**src/rtl/vrased_monitor_n.sv**
```systemverilog
// vrased_monitor_n: registered VRASED monitor for the CPU bus and N_DMA DMA
// channels. Optional DMA checks: define VRASED_DMA_MON_EN.
// Ports: clk, puc_rst (sync, active high), pc, data_en, data_wr,
//   data_addr, dma_addr[16*N_DMA], dma_en[N_DMA] in;
//   reset, viol_cause[4:0], in_att out (all registered).
module vrased_monitor_n #(
  parameter logic [15:0] SMEM_BASE     = 16'hA000,
  parameter logic [15:0] SMEM_SIZE     = 16'h4000,
  parameter logic [15:0] KMEM_BASE     = 16'h6A00,
  parameter logic [15:0] KMEM_SIZE     = 16'h0040,
  parameter logic [15:0] SDATA_BASE    = 16'h0400,
  parameter logic [15:0] SDATA_SIZE    = 16'h0C00,
  parameter logic [15:0] HMAC_BASE     = 16'h0230,
  parameter logic [15:0] HMAC_SIZE     = 16'h0020,
  parameter logic [15:0] CTR_BASE      = 16'h9000,
  parameter logic [15:0] CTR_SIZE      = 16'h0020,
  parameter int          N_DMA         = 2,
  parameter int          RST_CYCLES    = 4,
  parameter logic [15:0] RESET_HANDLER = 16'h0000
) (
  input  logic                 clk,
  input  logic                 puc_rst,
  input  logic [15:0]          pc,
  input  logic                 data_en,
  input  logic                 data_wr,
  input  logic [15:0]          data_addr,
  input  logic [16*N_DMA-1:0]  dma_addr,
  input  logic [N_DMA-1:0]     dma_en,
  output logic                 reset,
  output logic [4:0]           viol_cause,
  output logic                 in_att
);

  localparam int CW = $clog2(RST_CYCLES + 1);
  localparam logic [CW-1:0] CNT_LOAD = CW'(RST_CYCLES - 1);
  localparam logic [16:0] LAST_PC =
    {1'b0, SMEM_BASE} + {1'b0, SMEM_SIZE} - 17'd2;

  typedef enum logic {RUN, HOLD} state_t;

  state_t        state;
  logic [CW-1:0] cnt;
  logic [15:0]   pc_prev;

  // 17-bit compare so that BASE+SIZE never wraps.
  function automatic logic in_r(
    input logic [15:0] x,
    input logic [15:0] base,
    input logic [15:0] size
  );
    logic [16:0] lo;
    logic [16:0] hi;
    lo = {1'b0, base};
    hi = {1'b0, base} + {1'b0, size};
    return ({1'b0, x} >= lo) && ({1'b0, x} < hi);
  endfunction

  logic sm_pc;
  logic sm_prev;
  logic prev_last;
  logic key_v;
  logic atom_v;
  logic xs_v;
  logic ctr_v;
  logic dma_v;
  logic legal_in;
  logic legal_out;
  logic [4:0] cause;

  always_comb begin
    sm_pc     = in_r(pc, SMEM_BASE, SMEM_SIZE);
    sm_prev   = in_r(pc_prev, SMEM_BASE, SMEM_SIZE);
    prev_last = ({1'b0, pc_prev} == LAST_PC);
    key_v = data_en && !sm_pc &&
            in_r(data_addr, KMEM_BASE, KMEM_SIZE);
    atom_v = (!sm_prev && sm_pc && pc != SMEM_BASE) ||
             (sm_prev && !sm_pc && !prev_last);
    xs_v = (sm_pc && data_wr && data_en &&
            !in_r(data_addr, SDATA_BASE, SDATA_SIZE) &&
            !in_r(data_addr, HMAC_BASE, HMAC_SIZE)) ||
           (!sm_pc && data_en &&
            in_r(data_addr, SDATA_BASE, SDATA_SIZE));
    ctr_v = data_en && data_wr && !sm_pc &&
            in_r(data_addr, CTR_BASE, CTR_SIZE);
    legal_in  = !sm_prev && pc == SMEM_BASE;
    legal_out = sm_prev && !sm_pc && prev_last;
    cause = {dma_v, ctr_v, xs_v, atom_v, key_v};
  end

`ifdef VRASED_DMA_MON_EN
  always_comb begin
    dma_v = 1'b0;
    for (int i = 0; i < N_DMA; i++) begin
      if (dma_en[i] &&
          (in_att ||
           in_r(dma_addr[16*i +: 16], KMEM_BASE, KMEM_SIZE) ||
           in_r(dma_addr[16*i +: 16], SDATA_BASE, SDATA_SIZE) ||
           in_r(dma_addr[16*i +: 16], CTR_BASE, CTR_SIZE)))
        dma_v = 1'b1;
    end
  end
`else
  logic unused_dma;
  assign unused_dma = ^{dma_en, dma_addr};
  assign dma_v = 1'b0;
`endif

  always_ff @(posedge clk) begin
    if (puc_rst) begin
      state      <= RUN;
      reset      <= 1'b0;
      viol_cause <= 5'b0;
      in_att     <= 1'b0;
      cnt        <= '0;
      pc_prev    <= RESET_HANDLER;
    end else begin
      unique case (state)
        RUN: begin
          pc_prev <= pc;
          if (|cause) begin
            state      <= HOLD;
            reset      <= 1'b1;
            viol_cause <= cause;
            in_att     <= 1'b0;
            cnt        <= CNT_LOAD;
          end else if (legal_in) begin
            in_att <= 1'b1;
          end else if (legal_out) begin
            in_att <= 1'b0;
          end
        end
        HOLD: begin
          pc_prev <= RESET_HANDLER;
          if (cnt == '0) begin
            state <= RUN;
            reset <= 1'b0;
          end else begin
            cnt <= cnt - 1'b1;
          end
        end
        default: begin
          state <= RUN;
          reset <= 1'b0;
        end
      endcase
    end
  end

endmodule

```
**config.mk**
```make
export PLATFORM = sky130hd
export DESIGN_NAME = vrased_monitor_n
export DESIGN_NICKNAME = d
export VERILOG_FILES = /design/src/rtl/vrased_monitor_n.sv
export SDC_FILE = /design/constraint.sdc
export NUM_CORES = 1
export LEC_CHECK = 0
export BUFFER_PORTS_ARGS = -buffer_cell sky130_fd_sc_hd__buf_2
export CORE_UTILIZATION = 41
export CTS_CLUSTER_DIAMETER = 120
export DETAILED_ROUTE_END_ITERATION = 8
export PLACE_DENSITY = 0.84
export SYNTH_ARGS = -nofsm -noshare
export SYNTH_HDL_FRONTEND = slang
export SYNTH_SLANG_ARGS = --single-unit
```
**constraint.sdc**
```tcl
create_clock -name clk -period 1.9 [get_ports clk]
set_clock_uncertainty 0.15 [all_clocks]
set_input_delay 0.19 -clock clk [delete_from_list [all_inputs] [get_ports clk]]
set_output_delay 0.19 -clock clk [all_outputs]
set_load 0.05 [all_outputs]
```
==> metrics.yaml <==
critical_path:
  cpMaxStageDelayCell: "dfxtp_1"
  slowest_delay_ns: 0.33
  r2r-start: "pc_prev[13]"
  start_kind: "flip-flop"
  rrSetupSlack_ns: 0.12
  crit_chain: "nand4b_1, nor4_2, o22a_1, and2_4, nand2_4, o31a_1"
  end_kind: "flip-flop"
  critical_path_class: "flip-flop to flip-flop"
  worstPathRequired_ns: 1.97
  cp_max_fo: 5
  crit_arrival_ns: 1.85
  rr_endpoint: "cnt[1]"
  reg2regPathDepth: 6
cells_and_area:
  final_cell_count_no_fill: 212
  drive_above_1_share: 0.2762
  area_growth_pct: 34.07
  final_nets: 255
  antenna_cells: 0
  design_area_sq_mm: 0.001600
sta:
  period_share: 0.9350
  hold-worst-slack_ns: 0.09480
  rsz0062_at_grt: "no"
  setup_viol: 0
  timing.final.max_slew_violations: 0
  setup-tns-final_ns: 0
  hold_violations: 0
  timing.fmax_ghz: 0.5629
  min_period_ns: 1.776
synth:
  synth_most_common_cell: "dfxtp_1"
  ys_seq_area_frac: 0.4361
  synth_edf_count: 0
  synth_area_sq_mm: 0.001194
  synth-main-ff-cell: "dfxtp_1"
  syn_avg_cell_area_sq_um: 9.399
  postSynthCellCount: 127
  synth_area_leader_cell: "dfxtp_1"
  synth-seq-cells: 26
  ys_warn_count: 0
  synth_cell_type_count: 44
  synth_top_area_frac: 0.4361
  ys_top_cells_by_area: "dfxtp_1 (44%), and2_1 (7.9%), a21oi_1 (3.8%), nand4_1 (2.6%), nor4_1 (2.6%)"
  synthArstFlopShare: 0
  synth_fp_nets: 199
  netlist_top_cells_count: "dfxtp_1 (26), and2_1 (15), a21oi_1 (9)"
placement:
  dp_hpwl_mm: 2.005
  globalplace.congestion: 0.7910
  post_dp_cell_area_sq_mm: 0.001410
  dp_cells: 192
  io_buffer_count: 37
global_routing:
  grtUsageTotal: 0.1862
  grt_first_pass_wirelength_mm: 4.650
  antenna_found_initial: 0
  grt_max_degree: 17
  gr-max-usage-layer: "met2"
  met2_usage: 0.3580
  grt_pass1_vias: 1125
  use_met1: 0.2085
  grtUsageMet3: 0.02558
  grt_overflow: 0
route:
  routed_wl_mm: 2.778
  wl_per_cell_um: 13.10
  drt_iter0_markers: 32
  vias_per_cell: 5.344
  drc: 0
  vias: 1133
  drtAntennaViolNets: 0
  dr.pass1.iters: 4
hold_path:
  hp-class: "input pin to flip-flop"
  holdPathStages: 3
  min_from: "pc[15]"
  min_to: "pc_prev[15]"
clocking:
  cts_tree: "done"
  clock_path_buffers: 2
  htreeDepth: 1
  clk_pin_slew_ns: 0.13
  clk_latency_ns: 0.32
  post_cts_resized: 0
  cts_buffers: 3
  cts_root_buf: "clkbuf_4"
  clock_sinks: 26
floorplan:
  die_x_um: 55.96
  start_util: 0.4328
  rows: 19
  ios: 77
  die_y_um: 55.96
  coreArea_sq_mm: 0.002758
  design.die.area_sq_mm: 0.003131
power:
  total_power_mw: 1.141
  peakVddDrop_v: 0.0005031
  power_density_mw_per_mm2: 713.2
  power.leakage_nw: 0.6900
outcome:
  status: "finished clean"
job:
  drv_cap: 0
-- repair_timing --
action / in CTS / in global routing
buffers inserted: 0 / 1
hold endpoints to repair: 18 / 0
hold buffers: 16 / 0
setup endpoints to repair: 0 / 3
-- worst max path at each step --
stage	to	slack (ns)	depth (start not counted)	startpoint
after floorplan	cnt[0]	0.23	6	pc_prev[13]
after global placement	cnt[1]	0.08	7	pc[12]
after detailed placement	cnt[1]	0.05	7	pc[12]
after CTS	cnt[1]	0.09	6	pc_prev[15]
after global routing	cnt[1]	0.01	6	pc_prev[13]
final	cnt[1]	0.12	6	pc_prev[13]
-- metrics by stage --
stage | setup slack (ns) | util
2_1_floorplan | 0.2302 | -
3_3_place_gp | 0.07564 | 0.5113
3_5_place_dp | 0.05191 | 0.5113
4_1_cts | 0.09143 | 0.5776
5_1_grt | 0.01402 | 0.5803
6_report | 0.1235 | 0.5803
-- placed cells by master (no fill, tap or decap), types with 2 or more instances in the layout --
cell type / synthesis / layout
dfxtp_1: 26 / 26
nand3_1: 4 / 4
buf_2: 0 / 37
o31a_1: 2 / 2
dlygate4sd3_1: 0 / 16
inv_1: 5 / 5
and4_1: 2 / 2
and2_1: 15 / 15
o21a_1: 2 / 2
a21oi_1: 9 / 9
nand4b_1: 2 / 2
nor4_1: 5 / 5
clkbuf_4: 0 / 3
a31oi_1: 3 / 3
buf_4: 1 / 3
nor2_1: 5 / 5
nor3_1: 5 / 5
nor4b_1: 2 / 2
nand2b_1: 2 / 2
o211ai_1: 2 / 2
nand4_1: 5 / 5
ha_1: 2 / 2
-- worst max-delay path: cells and delay by family, from the launching register on --
family	cells	cell delay (ns)
AOI/OAI and AO/OA	2	0.45
DFF	1	0.33
and+or+nand+nor	4	0.75
-- where the power goes --
part	leakage, nW	switching [mW]	internal, mW	total, mW
Sequential	0.215	0.0276	0.594	0.621
Combinational	0.462	0.163	0.136	0.298
Clock	0.0138	0.147	0.0742	0.221
-- state kept, by name, indices dropped and copies added (netlist names) --
register	count
in_att	1
cnt	3
state	1
viol_cause	4
reset	1
pc_prev	16
-- routing by layer --
metal | share of wire | vias to the layer above
li1 | - | 579
met1 | 0.42 | 514
met2 | 0.51 | 35
met3 | 0.054 | 5
met4 | 0.016 | 0
met5 | 0 | -
-- kinds of logic (layout without fill, tap and decap cells) --
kind of cell	Yosys count	in the layout	synth area share
compound gates	28	28	0.1656
xor+xnor	2	2	0.01468
fa+ha+maj	2	2	0.02096
buf+inv	10	64	0.03459
flops	26	26	0.4361
mux	1	1	0.008386
other cells	1	1	0.003142
simple gates	57	57	0.3166
-- final cells by class --
class                           instances  area, sq um
Tap cell                               31        38.79
Sequential cell                        26        520.5
Fill cell                             231         1157
Timing Repair Buffer                   56        367.9
Clock buffer                            3        22.52
Multi-Input combinational cell         91        631.9
Inverter                                5        18.77
Power figures use the tool's default switching activity.
